--- config.mk ---
export PLATFORM = sky130hd
export DESIGN_NAME = alu_sequencer
export DESIGN_NICKNAME = d
export VERILOG_FILES = /design/src/rtl/alu_sequencer.sv
export SDC_FILE = /design/constraint.sdc
export NUM_CORES = 1
export LEC_CHECK = 0
export ABC_AREA = 1
export BUFFER_PORTS_ARGS = -buffer_cell sky130_fd_sc_hd__buf_2
export CAP_MARGIN = 15
export CORE_MARGIN = 2
export CORE_UTILIZATION = 35
export CTS_BUF_LIST = sky130_fd_sc_hd__clkbuf_4 sky130_fd_sc_hd__clkbuf_8 sky130_fd_sc_hd__clkbuf_16
export CTS_CLUSTER_SIZE = 24
export DETAILED_ROUTE_END_ITERATION = 16
export SLEW_MARGIN = 10
export SYNTH_ARGS = -nofsm -noshare
export SYNTH_HDL_FRONTEND = slang
export SYNTH_SLANG_ARGS = --single-unit
--- constraint.sdc ---
create_clock -name clk -period 1.3 [get_ports clk]
set_clock_uncertainty 0.1 [all_clocks]
set_input_delay 0.065 -clock clk [delete_from_list [all_inputs] [get_ports clk]]
set_output_delay 0.065 -clock clk [all_outputs]
set_load 0.01 [all_outputs]
--- src/rtl/alu_sequencer.sv ---
// alu_sequencer
//   Command-level controller for the 4-bit ALU. It owns a 4-bit accumulator
//   and accepts one command per valid/ready handshake. A command either loads
//   the accumulator, does nothing (NOP), or applies one ALU operation to it
//   1-4 times in succession. The block then reports the final Z flag and a
//   sticky carry. The combinational ALU lives outside this block.
//
// Ports
//   clk, reset      rising-edge clock; synchronous active-high reset
//   cmd_valid       command present
//   cmd_ready       command accepted this cycle if cmd_valid (IDLE only)
//   cmd_op[3:0]     0000 LOAD, 0001-0111 NOP, 1000-1111 ALU opcode
//   cmd_b[3:0]      LOAD value or ALU operand b
//   cmd_rep[1:0]    ALU op repeats cmd_rep+1 times
//   alu_opcode/a/b  drive the external ALU (AND with b=0 outside EXEC)
//   alu_c/zf/cf     external ALU result and flags
//   acc[3:0]        accumulator
//   zf, cf          zero flag / sticky carry of the last completed command
//   busy            high in EXEC and DONE
//   done            one-cycle completion pulse
module alu_sequencer (
    input  logic       clk,
    input  logic       reset,
    input  logic       cmd_valid,
    output logic       cmd_ready,
    input  logic [3:0] cmd_op,
    input  logic [3:0] cmd_b,
    input  logic [1:0] cmd_rep,
    output logic [3:0] alu_opcode,
    output logic [3:0] alu_a,
    output logic [3:0] alu_b,
    input  logic [3:0] alu_c,
    input  logic       alu_zf,
    input  logic       alu_cf,
    output logic [3:0] acc,
    output logic       zf,
    output logic       cf,
    output logic       busy,
    output logic       done
);

    typedef enum logic [1:0] {
        IDLE = 2'd0,
        EXEC = 2'd1,
        DONE = 2'd2
    } state_t;

    localparam logic [3:0] OP_LOAD = 4'b0000;
    localparam logic [3:0] OP_AND  = 4'b1000;

    state_t     state;
    logic [3:0] op_r;
    logic [3:0] b_r;
    logic [1:0] cnt_r;
    logic       cf_acc;

    always_ff @(posedge clk) begin
        if (reset) begin
            state  <= IDLE;
            acc    <= 4'd0;
            zf     <= 1'b1;
            cf     <= 1'b0;
            op_r   <= 4'd0;
            b_r    <= 4'd0;
            cnt_r  <= 2'd0;
            cf_acc <= 1'b0;
        end else begin
            case (state)
                IDLE: begin
                    if (cmd_valid) begin
                        op_r   <= cmd_op;
                        b_r    <= cmd_b;
                        cnt_r  <= cmd_rep;
                        cf_acc <= 1'b0;
                        if (cmd_op[3]) begin
                            state <= EXEC;
                        end else begin
                            // LOAD commits immediately; NOP leaves acc and flags alone
                            if (cmd_op == OP_LOAD) begin
                                acc <= cmd_b;
                                zf  <= (cmd_b == 4'd0);
                                cf  <= 1'b0;
                            end
                            state <= DONE;
                        end
                    end
                end
                EXEC: begin
                    acc    <= alu_c;
                    cf_acc <= cf_acc | alu_cf;
                    if (cnt_r != 2'd0) begin
                        cnt_r <= cnt_r - 2'd1;
                    end else begin
                        // last iteration: zf from this result, cf sticky over all
                        zf    <= alu_zf;
                        cf    <= cf_acc | alu_cf;
                        state <= DONE;
                    end
                end
                DONE: begin
                    state <= IDLE;
                end
                default: begin
                    state <= IDLE;
                end
            endcase
        end
    end

    assign cmd_ready  = (state == IDLE);
    assign busy       = (state == EXEC) || (state == DONE);
    assign done       = (state == DONE);

    // ALU inputs come only from registered state, never from cmd_*
    assign alu_a      = acc;
    assign alu_opcode = (state == EXEC) ? op_r : OP_AND;
    assign alu_b      = (state == EXEC) ? b_r  : 4'd0;

endmodule

## Word-level counts from Yosys, hierarchy flattened

Index checks and enable logic that the tools add are counted.

- Add/sub/neg operators: 1
- Mux-type cells: 25
- Bitwise logic cells: 1
- Equal/unequal tests: 7
- Reduce and logical (&&, ||, !) cells: 12

Operator list:

| kind | number |
|---|---|
| $mux 4 | 5 |
| $mux 2 | 5 |
| $mux 1 | 9 |
| $logic_not 4->1 | 2 |
| $ne 2x2->1 const B | 4 |
| $pmux 2 s2 | 2 |
| $pmux 4 s2 | 1 |
| $pmux 1 s2 | 3 |
| $reduce_and 2->1 | 3 |
| $reduce_and 5->1 | 1 |
| $reduce_and 4->1 | 1 |
| $reduce_bool 2->1 | 2 |
| $reduce_and 3->1 | 1 |
| $eq 2x1->1 const B | 1 |
| $eq 2x2->1 const B | 1 |
| $logic_not 2->1 | 1 |
| $ne 2x1->1 const B | 1 |
| $sub 2x1->2 const B | 1 |
| $logic_or 1x1->1 | 1 |
| $or 1x1->1 | 1 |

- Word-level logic and storage cells: 54
- Flip-flop bits (word level): 19
- Output and inout port bits: 21

## Depth between registers and ports, before layout

Gate-level depths: netlist (run 1).

- Word-level depth: 5
- Gate-level depth with buffers: 11

## Least setup slack after synthesis (run 1)

No wires, ideal clock.

- Kind: reg-to-reg
- From: reg state[0]
- To: reg b_r[1]
- Setup slack: -185 ps
- Period minus slack after synthesis: 1485 ps
- Arrival: 1266 ps
- Setup time: 120 ps
- Buffers on the path: 2
- Stages on the path, launching flop included: 9
- Cells stage by stage: dfxtp_1 inv_1 ha_1 buf_4 nand2_2 inv_2 buf_2 o21ai_1 a21oi_1

- Cells in the longest elaborated chain, start to end: 2

Ends and longest elaborated chain:

| element | RTL line | source |
|---|---|---|
| start: declaration | 51 | `state_t state;` |
| start signal: assignment | 59 | `state <= IDLE;` |
| start signal: assignment | 76 | `state <= EXEC;` |
| start signal: assignment | 84 | `state <= DONE;` |
| $logic_not 2->1 | -- |  |
| via cmd_ready | 25 | `output logic cmd_ready,` |
| $reduce_and 2->1 (no line) | -- |  |
| end signal: assignment | 72 | `b_r <= cmd_b;` |
| end: declaration | 53 | `logic [3:0] b_r;` |

The timed path passes the listed nets, and every way through them passes these cells.
A chain may end at the register's enable or synchronous reset.

## Final worst setup path (run 1)

- From: reg state[1]
- To: out alu_b[3]

- Cells in the longest elaborated chain, start to end: 2

Ends and longest elaborated chain:

| element | RTL line | source |
|---|---|---|
| $eq 2x1->1 | 117 | `assign alu_b = (state == EXEC) ? b_r : 4'd0;` |
| $mux 4 | 117 |  |
| end: declaration | 31 | `output logic [3:0] alu_b,` |

No other way between the ends.

==> results of run 1 <==
-- logic make-up (layout without fill, tap and decap cells) --
kind of cell / after synthesis / in the layout
fa+ha+maj: 4 / 4
buf+inv: 33 / 93
flops: 19 / 19
simple gates: 73 / 73
compound gates: 29 / 29
-- power by group --
group	switching (W)	internal, W
Clock	0.000186	0.000140
Combinational	0.00105	0.000948
Sequential	0.000117	0.000758
Total	0.00136	0.00185
-- through the flow --
step	area, µm²	util [%]
final	1710	57.0
after global routing	1710	57.0
after CTS	1610	53.8
after detailed placement	1350	44.8
after global placement	1350	44.8
after floorplan	1130	-
-- worst max-delay path, stage by stage, from the launching register on --
cell and delay [ns]:
dfxtp_2 0.37, inv_4 0.05, ha_4 0.17, buf_6 0.12, buf_8 0.13, nand2_2 0.05, inv_1 0.03, buf_2 0.12
-- area by class of cell --
cell class	count	area (µm²)
sequential	19	385
multi-input combinational	106	654
timing repair buffer	66	493
fill	299	1290
tap	33	41.3
clock buffer	4	30.0
timing repair inverter	1	6.26
inverter	22	100
-- cell usage after synthesis, types with 2 or more instances --
cell type	number
nand2_1	30
nor2_1	25
inv_1	20
dfxtp_1	19
a21oi_1	14
nand3_1	10
o21ai_0	10
buf_4	5
ha_1	4
buf_2	3
buf_6	2
nand2_2	2
nand2_4	2
o21ai_1	2
-- registers in the layout, indices dropped and copies added (netlist names) --
signal and flops:
cnt_r 2, cf_acc 1, b_r 4, acc 4
state 2, cf 1, zf 1, op_r 4
-- routing by layer --
metal	share of wire (%)	up-vias	GRT usage (%)	wire, µm
met5	0	-	0	0
met1	41	538	16.7	1150
li1	-	607	-	-
met3	3.7	5	2.40	104
met2	54	27	29.4	1500
met4	1.3	0	5.71	35
-- path summary, 6_finish.rpt --
| path | to | start | slack (ns) | depth (start not counted) |
|---|---|---|---|---|
| setup / recovery | alu_b[3] | state[1] | -0.21 | 7 |
| hold / removal | cnt_r[0] | cmd_rep[0] | -0.0005 | 5 |
| setup reg to reg | acc[0] | state[1] | -0.21 | 8 |
| hold reg to reg | zf | zf | 0.38 | 2 |
-- what timing repair did --
action,in CTS,in global routing
resized for setup,33,23
hold buffers,9,0
gates cloned,0,1
buffers inserted,6,2
pin swaps,10,10
endpoints found under the hold margin,10,0
endpoints found under the setup margin,20,30
==> flow_summary.toml, run 1 <==
[clock_network]
h-tree-depth = 1
clock-sinks = 19
clock_tree.buffer_depth = 2
clock_latency_ns = 0.30
cts_buffers = 3
path_clk_slew_ns = 0.12
clockRootBuffer = "clkbuf_4"
cts_tree = "yes"

[setup_path]
critical_path_class = "reg -> out"
endpoint_kind = "output port"
arrival_ns = 1.35
worstPathRequired_ns = 1.13
start_kind = "flip-flop"
crit_fanout = 7

[logic_synthesis]
synthesis.nets = 181
synth-simple-area-share_pct = 29.7
synth_top_area_share_pct = 35.3
synthXorXnorAreaFrac_pct = 0
synth_compound_area_share_pct = 15.2
synthMuxAreaShare_pct = 0
synth_top_family_by_area = "simple AND/OR/NAND/NOR gates"
synthAdderAreaFrac_pct = 4.64
yosys_warnings = 0
ys_ff_latch = 19
synth_area_leaders = "dfxtp_1 (35%), nand2_1 (10%), nor2_1 (8.7%)"
synth_edf_count = 0
synthFlopType = "dfxtp_1"
async_flop_share_pct = 0
yosysUniqueCellTypes = 24
syn-cell-area_um2 = 1080
yosysTopAreaCell = "dfxtp_1"
synthCells = 158
syn-mean-instance-area_um2 = 6.83
seq_area_frac_synth_pct = 35.3

[placement]
gp_congestion = 0.809
pre_cts_ws_ns = -0.104
dp_cells = 229
detailedPlacementHpwl_um = 1920
io_buffers = 39

[status]
run_status = "complete, but fails checks"
violations = "negative hold slack, negative setup slack"

[timing]
fin_ws_ns = -0.214
fin_tns_setup_ns = -4.08
hold_viol_final = 1
max_freq_ghz = 0.660
period_needed_ns = 1.51
setup_viol = 30
hold-worst-slack_ns = -0.000460
slew_headroom_pct = 76.3
fin_crit_sh_pct = 116
grt_setup_unrepaired = "true"
finalMaxSlewViolations = 0
tightest_slew_ns = 0.355

[route]
drt-pass1-iter-count = 4
drtIter0Drc = 40
drt_wl_total_um = 2790
drc = 0
vias = 1177
vias_per_cell = 4.69
postRouteAntennaNets = 0
routedWlPerCell_um = 11.1

[die]
die_w_um = 59.5
io_pins = 40
die_y_um = 59.5
coreArea_um2 = 3000
dieArea_um2 = 3540
start_util_pct = 35.9
rows = 20

[pwr]
power.leakage_nw = 0.894
fin_total_pwr_w = 0.00320
power_density_nw_per_um2 = 1870
ir_drop_v = 0.000787

[global_route]
grt_start_max_net_pins = 13
track_usage_pct = 15.4
antenna_found_initial = 0
gr-total-overflow = 0
grt_pass1_vias = 1026
grt_pass1_wl_um = 4110

[min_path]
hold_class = "in -> reg"

[final_layout]
final_common_cell = "buf_2"
n_antenna_cell = 0
drive_above_1_share_pct = 49.1
stdcell_count = 251
area_growth_pct = 58.6
final_nets = 242
layout_common_cells = "buf_2 (33), nor2_1 (22), nand2_1 (19)"

[run]
cap_viol_max_count = 0
No activity file was read; power rests on OpenSTA's default activity.
==> inputs of run 2 (changes only) <==
- SETUP_SLACK_MARGIN: not set -> 0.3
==> run 2 against run 1 <==
  * The flow finishes with violations (negative setup slack)
  * Core utilization increased by 2.1 points
  * Combinational power increased by 10%
  * Die area unchanged
  * Via count about the same
  * Register-to-register slack about the same
  * Count of clock-buffer cells in the layout unchanged
  * Final cell count decreased by 0.80%
  * Non-clock buffer count decreased by 2
  * Sequential share of layout area decreased by 0.60 points
  * Critical path depth unchanged
  * Sequential power increased by 3.1%
  * Critical endpoint is now alu_opcode[1]
==> flow_summary.toml, run 2 (synthesized netlist as in run 1, its figures left out) <==
[timing]
period_needed_ns = 1.53
tightest_slew_ns = 0.580
setup_viol = 30
fin_crit_sh_pct = 118
max_freq_ghz = 0.654
hold_viol_final = 0
finalMaxSlewViolations = 0
fin_ws_ns = -0.230
grt_setup_unrepaired = "true"
slew_headroom_pct = 61.3

[global_route]
antenna_found_initial = 0
track_usage_pct = 17.5
grt_pass1_wl_um = 4650
gr-total-overflow = 0
grt_pass1_vias = 1120
grt_start_max_net_pins = 18

[status]
violations = "negative setup slack"
run_status = "complete, but fails checks"

[route]
vias = 1178
drtIter0Drc = 41
vias_per_cell = 4.73
routedWlPerCell_um = 12.0
postRouteAntennaNets = 0
drc = 0
drt-pass1-iter-count = 4
drt_wl_total_um = 3000

[setup_path]
cp_cell_sequence = "inv_4, ha_4, buf_6, buf_8, nand2_2, inv_1, buf_2"
critical_path.max_stage_delay_ns = 0.38
start_kind = "flip-flop"
slowest_stage = "dfxtp_2"
worstPathRequired_ns = 1.13
crit_fanout = 7
r2r-start = "state[1]"
cp-startpoint = "state[1]"
endpoint_kind = "output port"
critical_path_class = "reg -> out"
critical_path.top_delay_family = "buffers and inverters"
arrival_ns = 1.37
cp.buffers_inverters = 5

[min_path]
hold_class = "in -> reg"
hold_path.startpoint = "cmd_rep[0]"

[final_layout]
final_common_cell = "buf_2"
layout_common_cells = "buf_2 (32), nor2_1 (20), nand2_1 (19)"
final_nets = 240
drive_above_1_share_pct = 51.9
top_regs = "acc x4, b_r x4, op_r x4"
area_growth_pct = 64.5
stdcell_count = 249
n_antenna_cell = 0
fillers = 269
utilization_pct = 59.1

[clock_network]
h-tree-depth = 1
clock_latency_ns = 0.30
clock_tree.buffer_depth = 2
cts_tree = "yes"
clockRootBuffer = "clkbuf_4"
path_clk_slew_ns = 0.12
clock-sinks = 19
cts_buffers = 3

[placement]
io_buffers = 39
gp_congestion = 0.800
dp_cells = 229
detailedPlacementHpwl_um = 2040

[pwr]
power_density_nw_per_um2 = 1930
power.leakage_nw = 0.904
ir_drop_v = 0.000747

[die]
dieArea_um2 = 3540
io_pins = 40
coreArea_um2 = 3000
die_w_um = 59.5
start_util_pct = 35.9
rows = 20
die_y_um = 59.5

[run]
cap_viol_max_count = 0
run 2: through the flow:
step	total power [W]	hold WS, ns	TNS [ns]	instance area (µm²)	setup WS, ns
6_report	0.00343	0.00644	-4.12	1770	-0.230
5_1_grt	0.00370	0.0230	-6.25	1770	-0.302
4_1_cts	0.00323	0.00434	-4.64	1670	-0.226
3_5_place_dp	0.00244	0.177	-0.872	1370	-0.106
3_3_place_gp	0.00239	0.165	-0.443	1370	-0.0858
2_1_floorplan	0.00206	0.0274	-0.314	1140	-0.0568
run 2: final timing paths:
check	endpoint	slack, ns	cells past startpoint
min	cnt_r[0]	0.006	5
min reg2reg	zf	0.38	2
max reg2reg	acc[0]	-0.20	8
max	alu_opcode[1]	-0.23	7
run 2: power breakdown:
part	internal [W]	switching, W	leakage, nW	total (W)
clock	0.000140	0.000188	0.0184	0.000329
sequential	0.000764	0.000137	0.159	0.000901
combinational	0.00105	0.00114	0.727	0.00220
run 2: area by class of cell:
type | instances | area [µm²] | area share, %
multi-input cells | 106 | 698 | 39.4
repair buffers | 64 | 499 | 28.1
flip-flops and latches | 19 | 389 | 21.9
inverters | 22 | 105 | 5.92
well taps | 33 | 41.3 | 2.33
clock buffers | 4 | 30.0 | 1.69
repair inverters | 1 | 11.3 | 0.635
run 2: what timing repair did:
action / CTS / global route
hold endpoints to repair: 10 / 0
cloned: 1 / 0
buffers inserted: 6 / 0
setup endpoints to repair: 30 / 39
hold buffers: 9 / 0
pin swaps: 12 / 5
gates resized for setup: 39 / 34
run 2: worst register-to-register path, delay by kind of cell, from the launching register on:
family	cells	cell delay [ns]
adders and majority gates	1	0.20
AOI/OAI and AO/OA	2	0.24
DFF	1	0.38
buffers and inverters	3	0.31
and+or+nand+nor	2	0.17
run 2: metal layers:
layer	part of all wire (%)	vias to the layer above	routed length, µm	track usage (%)
li1	-	608	-	-
met1	41	543	1230	17.9
met2	55	23	1630	35.0
met3	3.5	4	106	2.84
met4	0.77	0	23	5.71
met5	0	-	0	0
